$ cat src/rtl/fetch_unit_pkg.sv
// fetch_unit_pkg: shared fetch/decode constants, queue entry type and J-immediate helper
package fetch_unit_pkg;
  localparam logic [31:0] NOP_INSTR    = 32'h0000_0013;
  localparam logic [6:0]  OPC_JAL      = 7'b1101111;
  localparam logic [31:0] RESET_PC_DEF = 32'h0000_0000;

  typedef struct packed {
    logic [31:0] pc;
    logic [31:0] instr;
  } fetch_entry_t;

  function automatic logic [31:0] j_imm(input logic [31:0] instr);
    return {{12{instr[31]}}, instr[19:12], instr[20], instr[30:21], 1'b0};
  endfunction
endpackage

$ cat src/rtl/fetch_queue.sv
// fetch_queue: in-order FIFO of fetched {pc, instr} entries
//   clk_i, rst_ni      clock, async active-low reset
//   push_i, entry_i    write an entry (caller guarantees not full)
//   pop_i              drop the head (caller guarantees not empty)
//   flush_i            discard all entries; overrides push/pop
//   head_o, count_o, empty_o  head entry, occupancy, empty flag
module fetch_queue
  import fetch_unit_pkg::*;
#(
  parameter int QDEPTH = 4,
  localparam int AW = $clog2(QDEPTH)
) (
  input  logic         clk_i,
  input  logic         rst_ni,
  input  logic         push_i,
  input  fetch_entry_t entry_i,
  input  logic         pop_i,
  input  logic         flush_i,
  output fetch_entry_t head_o,
  output logic [AW:0]  count_o,
  output logic         empty_o
);
  fetch_entry_t mem_q [QDEPTH];
  logic [AW-1:0] rd_q, wr_q;
  logic [AW:0] cnt_q;

  always_ff @(posedge clk_i or negedge rst_ni)
    if (!rst_ni) begin
      rd_q  <= '0;
      wr_q  <= '0;
      cnt_q <= '0;
    end else if (flush_i) begin
      rd_q  <= '0;
      wr_q  <= '0;
      cnt_q <= '0;
    end else begin
      if (push_i) wr_q <= wr_q + 1'b1;
      if (pop_i) rd_q <= rd_q + 1'b1;
      cnt_q <= cnt_q + {{AW{1'b0}}, push_i} - {{AW{1'b0}}, pop_i};
    end

  always_ff @(posedge clk_i)
    if (push_i && !flush_i) mem_q[wr_q] <= entry_i;

  assign head_o  = mem_q[rd_q];
  assign count_o = cnt_q;
  assign empty_o = (cnt_q == '0);
endmodule

$ cat src/rtl/fetch_unit.sv
// fetch_unit: instruction fetch stage feeding the decoder
//   CLK, RSTN                  clock, async active-low reset
//   STALL, REDIRECT(_PC)       downstream hold; flush and refetch from a new address
//   IMEM_REQ/ADDR/READY        word request channel (accepted on REQ & READY)
//   IMEM_RVALID/RDATA          in-order responses
//   DECODER_ENABLED            head consumed this cycle
//   INSTRUCTION, PC            head word and its address (NOP / 0 when empty)
// Optional: FETCH_JAL_PREDECODE_EN redirects fetch on a queued JAL.
module fetch_unit
  import fetch_unit_pkg::*;
#(
  parameter logic [31:0] RESET_PC = RESET_PC_DEF,
  parameter int          QDEPTH   = 4
) (
  input  logic        CLK,
  input  logic        RSTN,
  input  logic        STALL,
  input  logic        REDIRECT,
  input  logic [31:0] REDIRECT_PC,
  output logic        IMEM_REQ,
  output logic [31:0] IMEM_ADDR,
  input  logic        IMEM_READY,
  input  logic        IMEM_RVALID,
  input  logic [31:0] IMEM_RDATA,
  output logic        DECODER_ENABLED,
  output logic [31:0] INSTRUCTION,
  output logic [31:0] PC
);
  localparam int AW = $clog2(QDEPTH);
  localparam logic [AW+1:0] DEPTH_W = (AW+2)'(QDEPTH);

  logic [31:0] fetch_pc_q, fetch_pc_d, resp_pc_q, resp_pc_d;
  logic [AW:0] out_q, out_d, drop_q, drop_d, count;
  logic [AW+1:0] used;
  logic empty, accept, push;
  fetch_entry_t head;

  // Queued plus in-flight words never exceed the queue depth, so a push always fits.
  assign used            = {1'b0, count} + {1'b0, out_q};
  assign IMEM_REQ        = RSTN & !REDIRECT & (used < DEPTH_W);
  assign IMEM_ADDR       = fetch_pc_q;
  assign accept          = IMEM_REQ & IMEM_READY;
  assign DECODER_ENABLED = !empty & !STALL & !REDIRECT;
  assign INSTRUCTION     = empty ? NOP_INSTR : head.instr;
  assign PC              = empty ? '0 : head.pc;

  always_comb begin
    fetch_pc_d = accept ? fetch_pc_q + 32'd4 : fetch_pc_q;
    resp_pc_d  = resp_pc_q;
    drop_d     = drop_q;
    out_d      = out_q + {{AW{1'b0}}, accept} - {{AW{1'b0}}, IMEM_RVALID};
    push       = 1'b0;
    if (IMEM_RVALID) begin
      if (drop_q != '0) drop_d = drop_q - 1'b1;
      else begin
        push      = 1'b1;
        resp_pc_d = resp_pc_q + 32'd4;
`ifdef FETCH_JAL_PREDECODE_EN
        // Everything still in flight after this cycle was issued behind the JAL.
        if (IMEM_RDATA[6:0] == OPC_JAL) begin
          fetch_pc_d = (resp_pc_q + j_imm(IMEM_RDATA)) & ~32'h3;
          resp_pc_d  = fetch_pc_d;
          drop_d     = out_d;
        end
`endif
      end
    end
    // No request is issued while redirecting, so out_d is exactly the in-flight words to discard.
    if (REDIRECT) begin
      push       = 1'b0;
      fetch_pc_d = REDIRECT_PC & ~32'h3;
      resp_pc_d  = fetch_pc_d;
      drop_d     = out_d;
    end
  end

  always_ff @(posedge CLK or negedge RSTN)
    if (!RSTN) begin
      fetch_pc_q <= RESET_PC;
      resp_pc_q  <= RESET_PC;
      out_q      <= '0;
      drop_q     <= '0;
    end else begin
      fetch_pc_q <= fetch_pc_d;
      resp_pc_q  <= resp_pc_d;
      out_q      <= out_d;
      drop_q     <= drop_d;
    end

  fetch_queue #(.QDEPTH(QDEPTH)) u_queue (
    .clk_i   (CLK),
    .rst_ni  (RSTN),
    .push_i  (push),
    .entry_i ('{pc: resp_pc_q, instr: IMEM_RDATA}),
    .pop_i   (DECODER_ENABLED),
    .flush_i (REDIRECT),
    .head_o  (head),
    .count_o (count),
    .empty_o (empty)
  );
endmodule
$ cat config.mk
export PLATFORM = sky130hd
export DESIGN_NAME = fetch_unit
export DESIGN_NICKNAME = d
export VERILOG_FILES = /design/src/rtl/fetch_unit_pkg.sv /design/src/rtl/fetch_queue.sv /design/src/rtl/fetch_unit.sv
export SDC_FILE = /design/constraint.sdc
export NUM_CORES = 1
export LEC_CHECK = 0
export ABC_AREA = 1
export BUFFER_PORTS_ARGS = -buffer_cell sky130_fd_sc_hd__buf_2
export CAP_MARGIN = 10
export CELL_PAD_IN_SITES_DETAIL_PLACEMENT = 0
export CELL_PAD_IN_SITES_GLOBAL_PLACEMENT = 1
export CORE_ASPECT_RATIO = 1.75
export CORE_MARGIN = 3
export CORE_UTILIZATION = 51
export CTS_BUF_LIST = sky130_fd_sc_hd__clkbuf_2 sky130_fd_sc_hd__clkbuf_4 sky130_fd_sc_hd__clkbuf_8
export DETAILED_ROUTE_END_ITERATION = 16
export MAX_ROUTING_LAYER = met4
export PLACE_DENSITY = 0.95
export SETUP_SLACK_MARGIN = 0.02
export SYNTH_ARGS = -nofsm -noshare
export SYNTH_HDL_FRONTEND = slang
export SYNTH_SLANG_ARGS = --single-unit
$ cat constraint.sdc
create_clock -name CLK -period 7.3 [get_ports CLK]
set_input_delay 0 -clock CLK [delete_from_list [all_inputs] [get_ports CLK]]
set_output_delay 0 -clock CLK [all_outputs]
set_load 0.01 [all_outputs]
==> flow_summary_export.csv, run 1 <==
group,metric,value,unit
floorplanning,placement_rows,81,
cts,clkSinkCount,321,
grt,grt_pass1_vias,11380,
setup_path,crit_path_end_kind,"flop",
synth,synth_top_area_cell,"edfxtp_1",
sta,fin_crit,3.849,ns
setup_path,path_class,"in2reg",
synth,synth_area_leaders,"edfxtp_1 51%, dfrtp_1 12%, nor2_1 8.5%",
floorplanning,start_util,52.00,%
synth,synth_most_common_cell,"nor2_1",
run,cap_violations,0,
detailed_routing,viasPerCell,5.386,
detailed_routing,first_pass_iters,5,
synth,syn-instance-count,1490,
pwr,irDropWorstVdd,167.2,uV
pwr,total_power,5.194,mW
setup_path,path_max_fanout,54,
min_path,holdPathStages,3,
pwr,powerDensity,300.1,nW/um^2
detailed_routing,num_vias,11400,
floorplanning,die_h,230.2,um
sta,hold_violations,0,
sta,drv_slew,0,
placement,hpwl,22010,um
sta,tightest_slew,1.128,ns
synth,seq_area_frac_synth,63.30,%
synth,synth_ff_type,"edfxtp_1",
setup_path,required,7.50,ns
layout,drive_gt1_share,16.06,%
grt,overflow,0,
sta,hold_slack,0.06886,ns
synth,synth_seq_cells,321,
grt,grt_start_max_net_pins,91,
placement,dp_slack,3.454,ns
cts,insertion_delay,0.57,ns
synth,synthArstFlopShare,22.74,%
synth,syn_area,14650,sq um
cts,htree_levels,2,
cts,clock_path_buffers,3,
detailed_routing,drt_wl_total,36160,um
detailed_routing,wl_per_cell,17.08,um
synth,synthDistinctLibCells,42,
cts,cts_buffers,45,
pwr,p_leak,6.967,nW
layout,fin_area,17310,sq um
placement,port_buffers,161,
layout,area_growth,18.14,%
placement,gp_congestion,0.9293,
floorplanning,dieArea,30880,sq um
layout,fill_cells,2298,
cts,cts_tree,"built",
status,run_status,"finished, final reports clean",
cts,clkTransAtPathRegs,0.06,ns
grt,antenna_found_initial,0,
cts,post_cts_resized,0,
synth,synth_edf_count,248,
floorplanning,core_area,28170,sq um
detailed_routing,drc,0,
synth,synth_common_cells,"331 x nor2_1, 248 x edfxtp_1, 245 x nand2_1",
floorplanning,die_x,134.1,um
grt,grt_pass1_wl,56700,um
sta,slew_headroom,24.60,%
synth,avgSynthCellArea,9.832,sq um
sta,setup_viol_count_final,0,
floorplanning,ios,168,
grt,track_usage,23.79,%
setup_path,worstSetupStartpointType,"input port",
sta,grt_setup_unrepaired,"no",
cts,cts_setup_buffers,0,
synth,synth_top_area_share,50.83,%
min_path,min_path_type,"in2reg",
setup_path,worstPathArrival,4.05,ns
placement,postPlaceCellArea,15730,sq um
cts,hold_buffers,67,
detailed_routing,ant_nets,0,
layout,nets,1796,
sta,timing.fmax,259.8,MHz
setup_path,reg2reg_depth,7,
synth,ys.warnings.count,0,
detailed_routing,drtIter0Drc,747,
sta,fin_skew,0.01982,ns
sta,min_period_over_period,52.72,%
cts,cts_root_buf,"clkbuf_8",
sta,timing.final.ws_setup,3.451,ns
layout,diodes,0,
sta,fin_tns_setup,0,ns
[final cells by class]
class                           instances  area [sq um]  area share, %
Tap cell                              373         466.7          2.696
Inverter                               91         341.6          1.974
Multi-Input combinational cell       1011          4742          27.40
Clock inverter                         26         198.9          1.149
Sequential cell                       321          9279          53.61
Timing Repair Buffer                  240          1567          9.051
Clock buffer                           55         713.2          4.121
[layout by cell type (no fill, tap or decap), types with 7 or more instances in the layout]
cell type	instances
edfxtp_1	248
clkinv_1	9
nand3_1	112
clkbuf_4	7
inv_1	85
dlygate4sd3_1	67
nor3_1	8
nand2_1	245
dfrtp_1	71
ha_1	14
clkbuf_8	48
o21ai_0	138
nand4_1	8
nor2_1	327
buf_2	161
nor2_2	8
buf_4	12
nor2_4	8
xor2_1	9
clkinv_2	12
o211ai_1	8
a21oi_1	79
[worst paths after layout]
path | slack, ns | startpoint | end
worst max register to register | 3.90 | drop_q[0] | u_queue.mem_q[0][6]
max in group asynchronous | 6.35 | RSTN | u_queue.rd_q[0]
worst min-delay path | 0.07 | IMEM_READY | IMEM_ADDR[2]
worst max-delay path | 3.45 | REDIRECT | u_queue.mem_q[0][6]
min in group asynchronous | 0.22 | RSTN | out_q[0]
worst min register to register | 0.50 | drop_q[1] | drop_q[1]
[stage by stage]
step           utilization (%)  std cells
6_report                 61.43       2117
5_1_grt                  61.43       2117
4_1_cts                  61.43       2117
2_1_floorplan                -       1493
3_5_place_dp             55.81       1969
3_3_place_gp             55.81       1969
[worst max-delay path, cell delays in order]
cell,delay [ns]
dlygate4sd3_1,0.53
buf_2,0.12
buf_4,0.27
inv_2,0.79
nand2_1,0.66
nor2_4,1.04
buf_4,0.55
[sequential cells by signal, indices dropped and copies added, names as in the netlist]
signal           count
IMEM_ADDR           30
drop_q               3
out_q                3
resp_pc_q           30
u_queue.count_o      3
u_queue.mem_q      248
u_queue.rd_q         2
u_queue.wr_q         2
[kinds of logic (layout without fill, tap and decap cells)]
| logic type | after synthesis | after routing | share of synthesized area (%) |
|---|---|---|---|
| DFF | 321 | 321 | 63.30 |
| buffers and inverters | 161 | 412 | 4.646 |
| xor gates and xnor gates | 13 | 13 | 0.7772 |
| AOI/OAI and AO/OA | 244 | 244 | 8.933 |
| other | 1 | 4 | 0.02560 |
| and+or+nand+nor | 734 | 734 | 20.85 |
| adders and majority gates | 16 | 16 | 1.469 |
[report_power, final]
group	total (mW)	switching, mW	internal, mW
sequential	2.31	0.180	2.13
combinational	1.47	0.977	0.497
clock	1.41	0.659	0.754
[per-layer routing]
layer	GRT usage, %	part of all wire [%]	up-vias
li1	-	-	5488
met1	26.15	37	5450
met2	42.83	54	376
met3	2.890	5.7	89
met4	10.83	3.8	0
met5	-	0	-
No activity file was read; power rests on OpenSTA's default activity.
==> run 2: changes to the inputs <==
- CORE_UTILIZATION: 51 -> 47
- PLACE_DENSITY: 0.95 -> 0.93
- clock period: 7.3 -> 3.7 ns (I/O delays scaled with it)
==> run 2 against run 1 <==
Clock skew rose by 0.0027 ns. Global-route usage decreased by 1.1 points. Die area increased by 8.2%. Total power is 97% higher. Largest power group unchanged. Largest cell class unchanged. Sequential share of layout area decreased by 0.37 points. Sequential cell count unchanged. Cell area increased by 0.69%.
==> flow_summary_export.csv, run 2 (same netlist as run 1, synthesis figures left out) <==
group,metric,value,unit
cts,insertion_delay,0.59,ns
layout,fin_area,17430,sq um
pwr,powerDensity,586.8,nW/um^2
setup_path,crit_chain,"buf_4 -> nor2_1 -> nor2_1 -> o21ai_0 -> a21oi_1 -> buf_2",
layout,layout.cells.non_filler,2140,
status,run_status,"finished, final reports clean",
setup_path,rr_startpoint,"out_q[2]",
grt,grt_pass1_wl,58530,um
run,cap_violations,0,
grt,antenna_found_initial,0,
placement,dp_slack,0.9190,ns
cts,clkSinkCount,321,
detailed_routing,viasPerCell,5.293,
layout,largest_reg_flops,248,
floorplanning,die_h,239.6,um
layout,final_common_cell,"nor2_1",
setup_path,crit_buf_inv,2,
cts,clock_path_buffers,3,
placement,hpwl,23020,um
sta,tightest_slew,1.045,ns
placement,place_inst,1988,
detailed_routing,drtIter0Drc,725,
sta,min_period_over_period,80.93,%
floorplanning,dieArea,33410,sq um
setup_path,path_max_fanout,97,
layout,regMostFlops,"u_queue.mem_q",
setup_path,path_class,"reg2out",
cts,cts_root_buf,"clkbuf_8",
setup_path,critPathMaxStageDelay,0.82,ns
min_path,min_to,"out_q[0]",
detailed_routing,first_pass_iters,5,
setup_path,crit_path_end_kind,"primary output",
sta,fin_tns_setup,0,ns
grt,grt_start_max_net_pins,98,
detailed_routing,num_vias,11330,
layout,drive_gt1_share,16.37,%
pwr,irDropWorstVdd,370.6,uV
cts,cts_tree,"built",
detailed_routing,drc,0,
sta,timing.fmax,333.9,MHz
layout,most-common-layout-cells,"327 x nor2_1, 248 x edfxtp_1, 245 x nand2_1",
cts,clkTransAtPathRegs,0.06,ns
min_path,min_from,"IMEM_READY",
cts,htree_levels,2,
setup_path,crit_top_cell,"nor2_1",
sta,fin_crit,2.995,ns
floorplanning,placement_rows,84,
detailed_routing,wl_per_cell,17.31,um
sta,setup_viol_count_final,0,
layout,nets,1802,
setup_path,required,3.70,ns
placement,postPlaceCellArea,15860,sq um
sta,drv_slew,0,
layout,diodes,0,
pwr,total_power,10.23,mW
sta,fin_skew,0.02249,ns
grt,grt_pass1_vias,11390,
layout,area_growth,18.96,%
floorplanning,ios,168,
setup_path,rr_endpoint,"drop_q[2]",
setup_path,worstPathArrival,2.99,ns
setup_path,worstSetupStartpointType,"flop",
setup_path,r2r_setup_slack,0.88,ns
floorplanning,die_x,139.5,um
setup_path,slowest_stage,"buf_4",
sta,hold_violations,0,
cts,post_cts_resized,0,
sta,timing.final.ws_setup,0.7054,ns
detailed_routing,drt_wl_total,37050,um
detailed_routing,ant_nets,0,
placement,gp_congestion,0.9120,
sta,grt_setup_unrepaired,"no",
setup_path,cp_top_family,"buffers and inverters",
floorplanning,start_util,48.23,%
placement,port_buffers,161,
floorplanning,core_area,30370,sq um
min_path,holdPathStages,5,
min_path,min_path_type,"in2reg",
pwr,p_leak,7.010,nW
sta,slew_headroom,30.35,%
setup_path,reg2reg_depth,12,
cts,cts_buffers,45,
grt,overflow,0,
grt,track_usage,22.68,%
[run 2: cell types whose count changed in the layout (fill, tap and decap cells not counted), sizes merged]
| cell | delta |
|---|---|
| bufinv | -2 |
| clkbuf | +4 |
| inv | +2 |
| clkinvlp | -1 |
| buf | +5 |
| dlygate4sd3 | +1 |
[run 2: power by group]
| part | leakage (nW) | total [mW] | internal [mW] | switching, mW |
|---|---|---|---|---|
| Combinational | 3.41 | 2.95 | 1.00 | 1.95 |
| Sequential | 3.12 | 4.55 | 4.19 | 0.351 |
| Clock | 0.476 | 2.73 | 1.39 | 1.34 |
| Total | 7.01 | 10.2 | 6.59 | 3.64 |
[run 2: worst min-delay path, delay by kind of cell]
kind,cells,cell delay (ns)
and+or+nand+nor,1,0.07
adders and majority gates,2,0.35
buffers and inverters,2,0.16
[run 2: worst max path at each step]
stage	depth (start not counted)	endpoint	slack [ns]	from
after global placement	12	drop_q[2]	1.06	out_q[2]
after floorplan	7	u_queue.mem_q[0][0]	-0.40	drop_q[0]
after global routing	6	PC[24]	0.45	u_queue.rd_q[0]
after CTS	6	PC[23]	0.62	u_queue.rd_q[0]
final	6	PC[11]	0.71	u_queue.rd_q[0]
after detailed placement	12	drop_q[2]	0.92	out_q[2]
[run 2: stage by stage]
stage               utilization (%)  hold slack (ns)
detailed placement            52.20          -0.1256
global route                  57.38          0.06027
floorplan                         -          -0.2956
global placement              52.20          -0.1318
CTS                           57.38          0.01692
finish                        57.38          0.04198
[run 2: per-layer routing]
metal	vias up	global-route usage, %	routed length [um]
li1	5506	-	-
met1	5415	24.36	13900
met2	321	42.00	20140
met3	85	2.837	1658
met4	0	9.347	1352
met5	-	-	0
[run 2: layout make-up]
| class | count | area (sq um) |
|---|---|---|
| Sequential cell | 321 | 9279 |
| Clock inverter | 25 | 155.1 |
| Multi-Input combinational cell | 1011 | 4742 |
| Tap cell | 387 | 484.2 |
| Fill cell | 2617 | 12950 |
| Timing Repair Buffer | 246 | 1689 |
| Clock buffer | 59 | 737.0 |
| Inverter | 91 | 341.6 |
[run 2: repair_timing]
item                      in CTS  in global routing
hold buffers                  68                  0
buffers inserted               0                  0
hold endpoints to repair     268                  0
